File: src/rtl/fft_bin_collector.sv
// Captures finished DFT bins, squares them into |X[k]|^2 over a two-stage pipeline
// and buffers {power, k} in a small FIFO drained over valid/ready.
module fft_bin_collector #(
    parameter int DEPTH = 16,
    parameter int IDX_W = 12
) (
    input  logic                     clk,
    input  logic                     rst,
    input  logic                     i_clear,
    input  logic [IDX_W-1:0]         i_samp_number,
    input  logic                     i_bin_valid,
    input  logic [31:0]              i_bin_data,
    input  logic [IDX_W-1:0]         i_bin_index,
    output logic                     o_stall,
    output logic                     o_valid,
    input  logic                     i_ready,
    output logic [31:0]              o_data,
    output logic [IDX_W-1:0]         o_index,
    output logic                     o_last,
    output logic [$clog2(DEPTH):0]   o_level,
    output logic                     o_overflow,
    output logic                     o_done
);
    localparam int PTR_W = $clog2(DEPTH);
    localparam int LVL_W = PTR_W + 1;
    localparam int OCC_W = LVL_W + 1;

    logic                     r_s1_valid;
    logic signed [15:0]       r_s1_re;
    logic signed [15:0]       r_s1_im;
    logic [IDX_W-1:0]         r_s1_idx;
    logic                     r_s2_valid;
    logic [31:0]              r_s2_pwr;
    logic [IDX_W-1:0]         r_s2_idx;
    logic [31:0]              r_mem_pwr [DEPTH];
    logic [IDX_W-1:0]         r_mem_idx [DEPTH];
    logic [PTR_W-1:0]         r_wr_ptr;
    logic [PTR_W-1:0]         r_rd_ptr;
    logic [LVL_W-1:0]         r_level;
    logic                     r_overflow;
    logic                     r_done;

    logic [OCC_W-1:0]         w_occ;
    logic                     w_stall;
    logic                     w_accept;
    logic                     w_pop;
    logic                     w_push;
    logic signed [31:0]       w_re_ext;
    logic signed [31:0]       w_im_ext;
    logic signed [31:0]       w_re_sq;
    logic signed [31:0]       w_im_sq;
    logic [31:0]              w_pwr;
    logic [IDX_W-1:0]         w_last_idx;
    logic                     w_head_last;

    // In-flight pipeline entries count against capacity so nothing accepted is ever lost.
    assign w_occ    = OCC_W'(r_level) + OCC_W'(r_s1_valid) + OCC_W'(r_s2_valid);
    assign w_stall  = (w_occ >= OCC_W'(DEPTH));
    assign w_accept = i_bin_valid & ~w_stall & ~i_clear;
    assign w_push   = r_s2_valid;
    assign w_pop    = o_valid & i_ready;

    // Worst case is 2^31 (both parts -32768); it fits unsigned 32 bits.
    assign w_re_ext = 32'(r_s1_re);
    assign w_im_ext = 32'(r_s1_im);
    assign w_re_sq  = w_re_ext * w_re_ext;
    assign w_im_sq  = w_im_ext * w_im_ext;
    assign w_pwr    = w_re_sq + w_im_sq;

    assign w_last_idx  = i_samp_number - IDX_W'(1);
    assign w_head_last = (i_samp_number != '0) && (r_mem_idx[r_rd_ptr] == w_last_idx);

    assign o_stall    = w_stall;
    assign o_valid    = (r_level != '0);
    assign o_data     = o_valid ? r_mem_pwr[r_rd_ptr] : '0;
    assign o_index    = o_valid ? r_mem_idx[r_rd_ptr] : '0;
    assign o_last     = o_valid & w_head_last;
    assign o_level    = r_level;
    assign o_overflow = r_overflow;
    assign o_done     = r_done;

    always_ff @(posedge clk or posedge rst) begin
        if (rst) begin
            r_s1_valid <= 1'b0;
            r_s1_re    <= '0;
            r_s1_im    <= '0;
            r_s1_idx   <= '0;
            r_s2_valid <= 1'b0;
            r_s2_pwr   <= '0;
            r_s2_idx   <= '0;
            r_wr_ptr   <= '0;
            r_rd_ptr   <= '0;
            r_level    <= '0;
            r_overflow <= 1'b0;
            r_done     <= 1'b0;
        end else if (i_clear) begin
            r_s1_valid <= 1'b0;
            r_s2_valid <= 1'b0;
            r_wr_ptr   <= '0;
            r_rd_ptr   <= '0;
            r_level    <= '0;
            r_overflow <= 1'b0;
            r_done     <= 1'b0;
        end else begin
            r_s1_valid <= w_accept;
            if (w_accept) begin
                r_s1_re  <= i_bin_data[31:16];
                r_s1_im  <= i_bin_data[15:0];
                r_s1_idx <= i_bin_index;
            end
            r_s2_valid <= r_s1_valid;
            if (r_s1_valid) begin
                r_s2_pwr <= w_pwr;
                r_s2_idx <= r_s1_idx;
            end
            if (w_push) r_wr_ptr <= r_wr_ptr + PTR_W'(1);
            if (w_pop)  r_rd_ptr <= r_rd_ptr + PTR_W'(1);
            case ({w_push, w_pop})
                2'b10:   r_level <= r_level + LVL_W'(1);
                2'b01:   r_level <= r_level - LVL_W'(1);
                default: r_level <= r_level;
            endcase
            if (i_bin_valid & w_stall) r_overflow <= 1'b1;
            r_done <= w_pop & o_last;
        end
    end

    always_ff @(posedge clk) begin
        if (w_push & ~i_clear) begin
            r_mem_pwr[r_wr_ptr] <= r_s2_pwr;
            r_mem_idx[r_wr_ptr] <= r_s2_idx;
        end
    end

endmodule

File: config.mk
export PLATFORM = sky130hd
export DESIGN_NAME = fft_bin_collector
export DESIGN_NICKNAME = d
export VERILOG_FILES = /design/src/rtl/fft_bin_collector.sv
export SDC_FILE = /design/constraint.sdc
export NUM_CORES = 2
export LEC_CHECK = 0
export CORE_MARGIN = 1
export CORE_UTILIZATION = 38
export CTS_BUF_LIST = sky130_fd_sc_hd__clkbuf_16
export DETAILED_ROUTE_END_ITERATION = 8
export PLACE_DENSITY = 0.63
export SYNTH_ARGS = -nofsm -noshare
export SYNTH_HDL_FRONTEND = slang
export SYNTH_SLANG_ARGS = --single-unit
File: constraint.sdc
create_clock -name clk -period 16.1 [get_ports clk]
set_clock_uncertainty 0.05 [all_clocks]
set_input_delay 2.415 -clock clk [delete_from_list [all_inputs] [get_ports clk]]
set_output_delay 2.415 -clock clk [all_outputs]
set_load 0.03 [all_outputs]
==> flow_summary.json <==
{
  "status": "completed",
  "syn_avg_cell_area_um2": 14.8,
  "worstSetupStartpoint": "i_samp_number[0]",
  "fill_cells": 11200,
  "relSlewSlack_pct": 26.8,
  "worst_pin_slew_ns": 1.10,
  "numClockSinks": 809,
  "regArea_um2": 23800,
  "yosys-mux-area-fraction_pct": 11.1,
  "viasPerCell": 4.96,
  "post_cts.repair.setup_buffers": 0,
  "ant_nets": 0,
  "grt_pass1_wl_um": 170000,
  "synth_compound_area_share_pct": 1.71,
  "fin_nets": 4148,
  "path_class": "primary input to output pin",
  "synth-simple-area-share_pct": 5.56,
  "worstSkewPairLatency_ns": 0.66,
  "min_period_over_period_pct": 52.0,
  "dieArea_um2": 130000,
  "cp-endpoint": "o_last",
  "core_um2": 126000,
  "finalMaxSlewViolations": 0,
  "drt_first_pass_iters": 5,
  "rsz0062_at_grt": "no",
  "ys_async_sr_fraction_pct": 13.0,
  "tns_ns": 0,
  "grt_max_degree": 88,
  "rows": 130,
  "synth_top_area_share_pct": 43.4,
  "synth_fa_ha_area_share_pct": 25.5,
  "ctsHoldBuffers": 0,
  "syn2layout_area_growth_pct": 12.1,
  "syn_nets": 4028,
  "synth.largest_area_cell": "edfxtp_1",
  "grt_util_all_layers_pct": 17.3,
  "cts_tree": "done",
  "cts_htree_levels": 3,
  "reg2reg_to": "r_s2_pwr[26]$_DFFE_PP0P_",
  "syn_area_um2": 48700,
  "dp.final_hpwl_um": 72900,
  "dr_total_vias": 25400,
  "drt-total-wl_um": 108000,
  "grt_antenna_before_repair": 4,
  "io_pins": 115,
  "clock.fmax_ghz": 0.119,
  "synth.area.top_cells": "edfxtp_1, fa_1, mux4_2",
  "reg2reg_depth": 22,
  "timing.rr.start": "r_s1_im[15]$_DFFE_PP0P_",
  "chipWidth_um": 360,
  "drtIter0Drc": 1867,
  "dieHeight_um": 360,
  "ff2ff_setup_slack_ns": 7.74,
  "ys.flop_type": "edfxtp_1",
  "cp-end-kind": "output pin",
  "synth_seq_cells": 809,
  "cts_inserted_buffers": 83,
  "cts_root_buffer": "clkbuf_16",
  "drive_gt1_share_pct": 12.8,
  "gp_congestion": 0.821,
  "max_cap_violations": 0,
  "clk_path_buf_depth": 3,
  "seq_area_frac_synth_pct": 48.8,
  "cp.required_ns": 13.64,
  "cts_resized": 0,
  "multiInputGateArea_um2": 22200,
  "finalHoldViolCount": 0,
  "antenna_cells": 0,
  "netlist_top_cells_count": "edfxtp_1, inv_1, fa_1",
  "synth_top_family_by_area": "adder cells",
  "netlist_instances": 3288,
  "finalSetupViolCount": 0,
  "drc_errors": 0,
  "start_util_pct": 38.5,
  "wl_per_cell_um": 21.1,
  "grt-ovfl-total": 0,
  "critPathMaxFanout": 3,
  "start_kind": "primary input",
  "period_minus_slack_ns": 8.37,
  "synthDistinctLibCells": 53,
  "path_clk_slew_ns": 0.06,
  "synth-xor-area-share_pct": 1.46,
  "portBuffers": 114,
  "yosysWarnings": 0,
  "min_path_type": "flip-flop to flip-flop",
  "synth_most_common_cell": "edfxtp_1",
  "cp.arrival_ns": 5.91,
  "grt_pass1_vias": 28000,
  "synth_edf_count": 704
}
[cells by family after synthesis]
logic type,Yosys count
mux,263
buf+inv,756
flops,809
xor+xnor,81
fa+ha+maj,679
simple gates,564
compound gates,135
other cells,1
[stage by stage]
stage          setup WS (ns)  hold WS [ns]  cells  utilization, %  cell area (um^2)
4_1_cts                 7.72         0.421   5126            43.2             54600
2_1_floorplan           8.78         0.385   3288               -             48700
3_3_place_gp            7.77         0.405   4973            41.0             51900
5_1_grt                 7.13         0.457   5126            43.2             54600
3_5_place_dp            7.74         0.405   4973            41.0             51900
6_report                7.73         0.415   5126            43.2             54600
[sequential cells by signal, indices dropped and copies added (netlist names), 5 cells and up]
register   cells
r_s2_idx      12
r_s2_pwr      32
r_s1_idx      12
r_s1_im       16
r_s1_re       16
r_mem_idx    192
o_level        5
r_mem_pwr    512
[critical path, stage by stage]
cell             delay, ns
clkdlybuf4s50_1       0.43
inv_1                 0.10
ha_1                  0.19
or3b_2                0.54
nor4_1                0.40
xor2_1                0.15
a21oi_1               0.17
nand2_1               0.06
or4_1                 0.49
nor4_2                0.21
clkdlybuf4s50_1       0.73
[area by class of cell]
class                           instances  share of cell area, %
Clock buffer                           86                   3.94
Clock inverter                         67                   1.07
Inverter                              640                   4.41
Multi-Input combinational cell       1723                   40.6
Sequential cell                       809                   43.5
Tap cell                             1650                   3.78
Timing Repair Buffer                  151                   2.62
[how the worst min path moves through the flow]
stage | from | endpoint | cells past startpoint
floorplan | r_s1_idx[0]$_DFFE_PP0P_ | r_s2_idx[0]$_DFFE_PP0P_ | 2
global placement | r_s1_idx[8]$_DFFE_PP0P_ | r_s2_idx[8]$_DFFE_PP0P_ | 2
detailed placement | r_s1_idx[2]$_DFFE_PP0P_ | r_s2_idx[2]$_DFFE_PP0P_ | 2
CTS | r_s1_idx[2]$_DFFE_PP0P_ | r_s2_idx[2]$_DFFE_PP0P_ | 2
global route | r_s1_idx[4]$_DFFE_PP0P_ | r_s2_idx[4]$_DFFE_PP0P_ | 2
finish | r_s1_idx[2]$_DFFE_PP0P_ | r_s2_idx[2]$_DFFE_PP0P_ | 2
[layout by cell type, fill, tap and decap left out, types with 16 or more instances in the layout]
cell             instances
fa_1                   522
and2_1                 139
clkdlybuf4s50_1        114
dfrtp_1                101
mux4_2                 217
clkbuf_16               86
xnor2_1                 53
nand2_1                244
nor2_4                  16
a21oi_1                 31
xor2_1                  28
nor2_1                  70
ha_1                   157
mux2_2                  34
edfxtp_1               704
nor2b_1                 18
o21ai_0                 47
inv_1                  655
buf_4                   36
[layer usage]
metal,up-vias,track usage [%],wire [um]
met5,-,0,0
met4,0,4.12,1920
met3,113,2.55,5580
met2,592,29.6,54200
met1,13400,23.1,46700
li1,11300,-,-
Power is left out: the tool's default activity adds up to more than one toggle a clock period on the data nets, which glitch-free logic cannot reach.
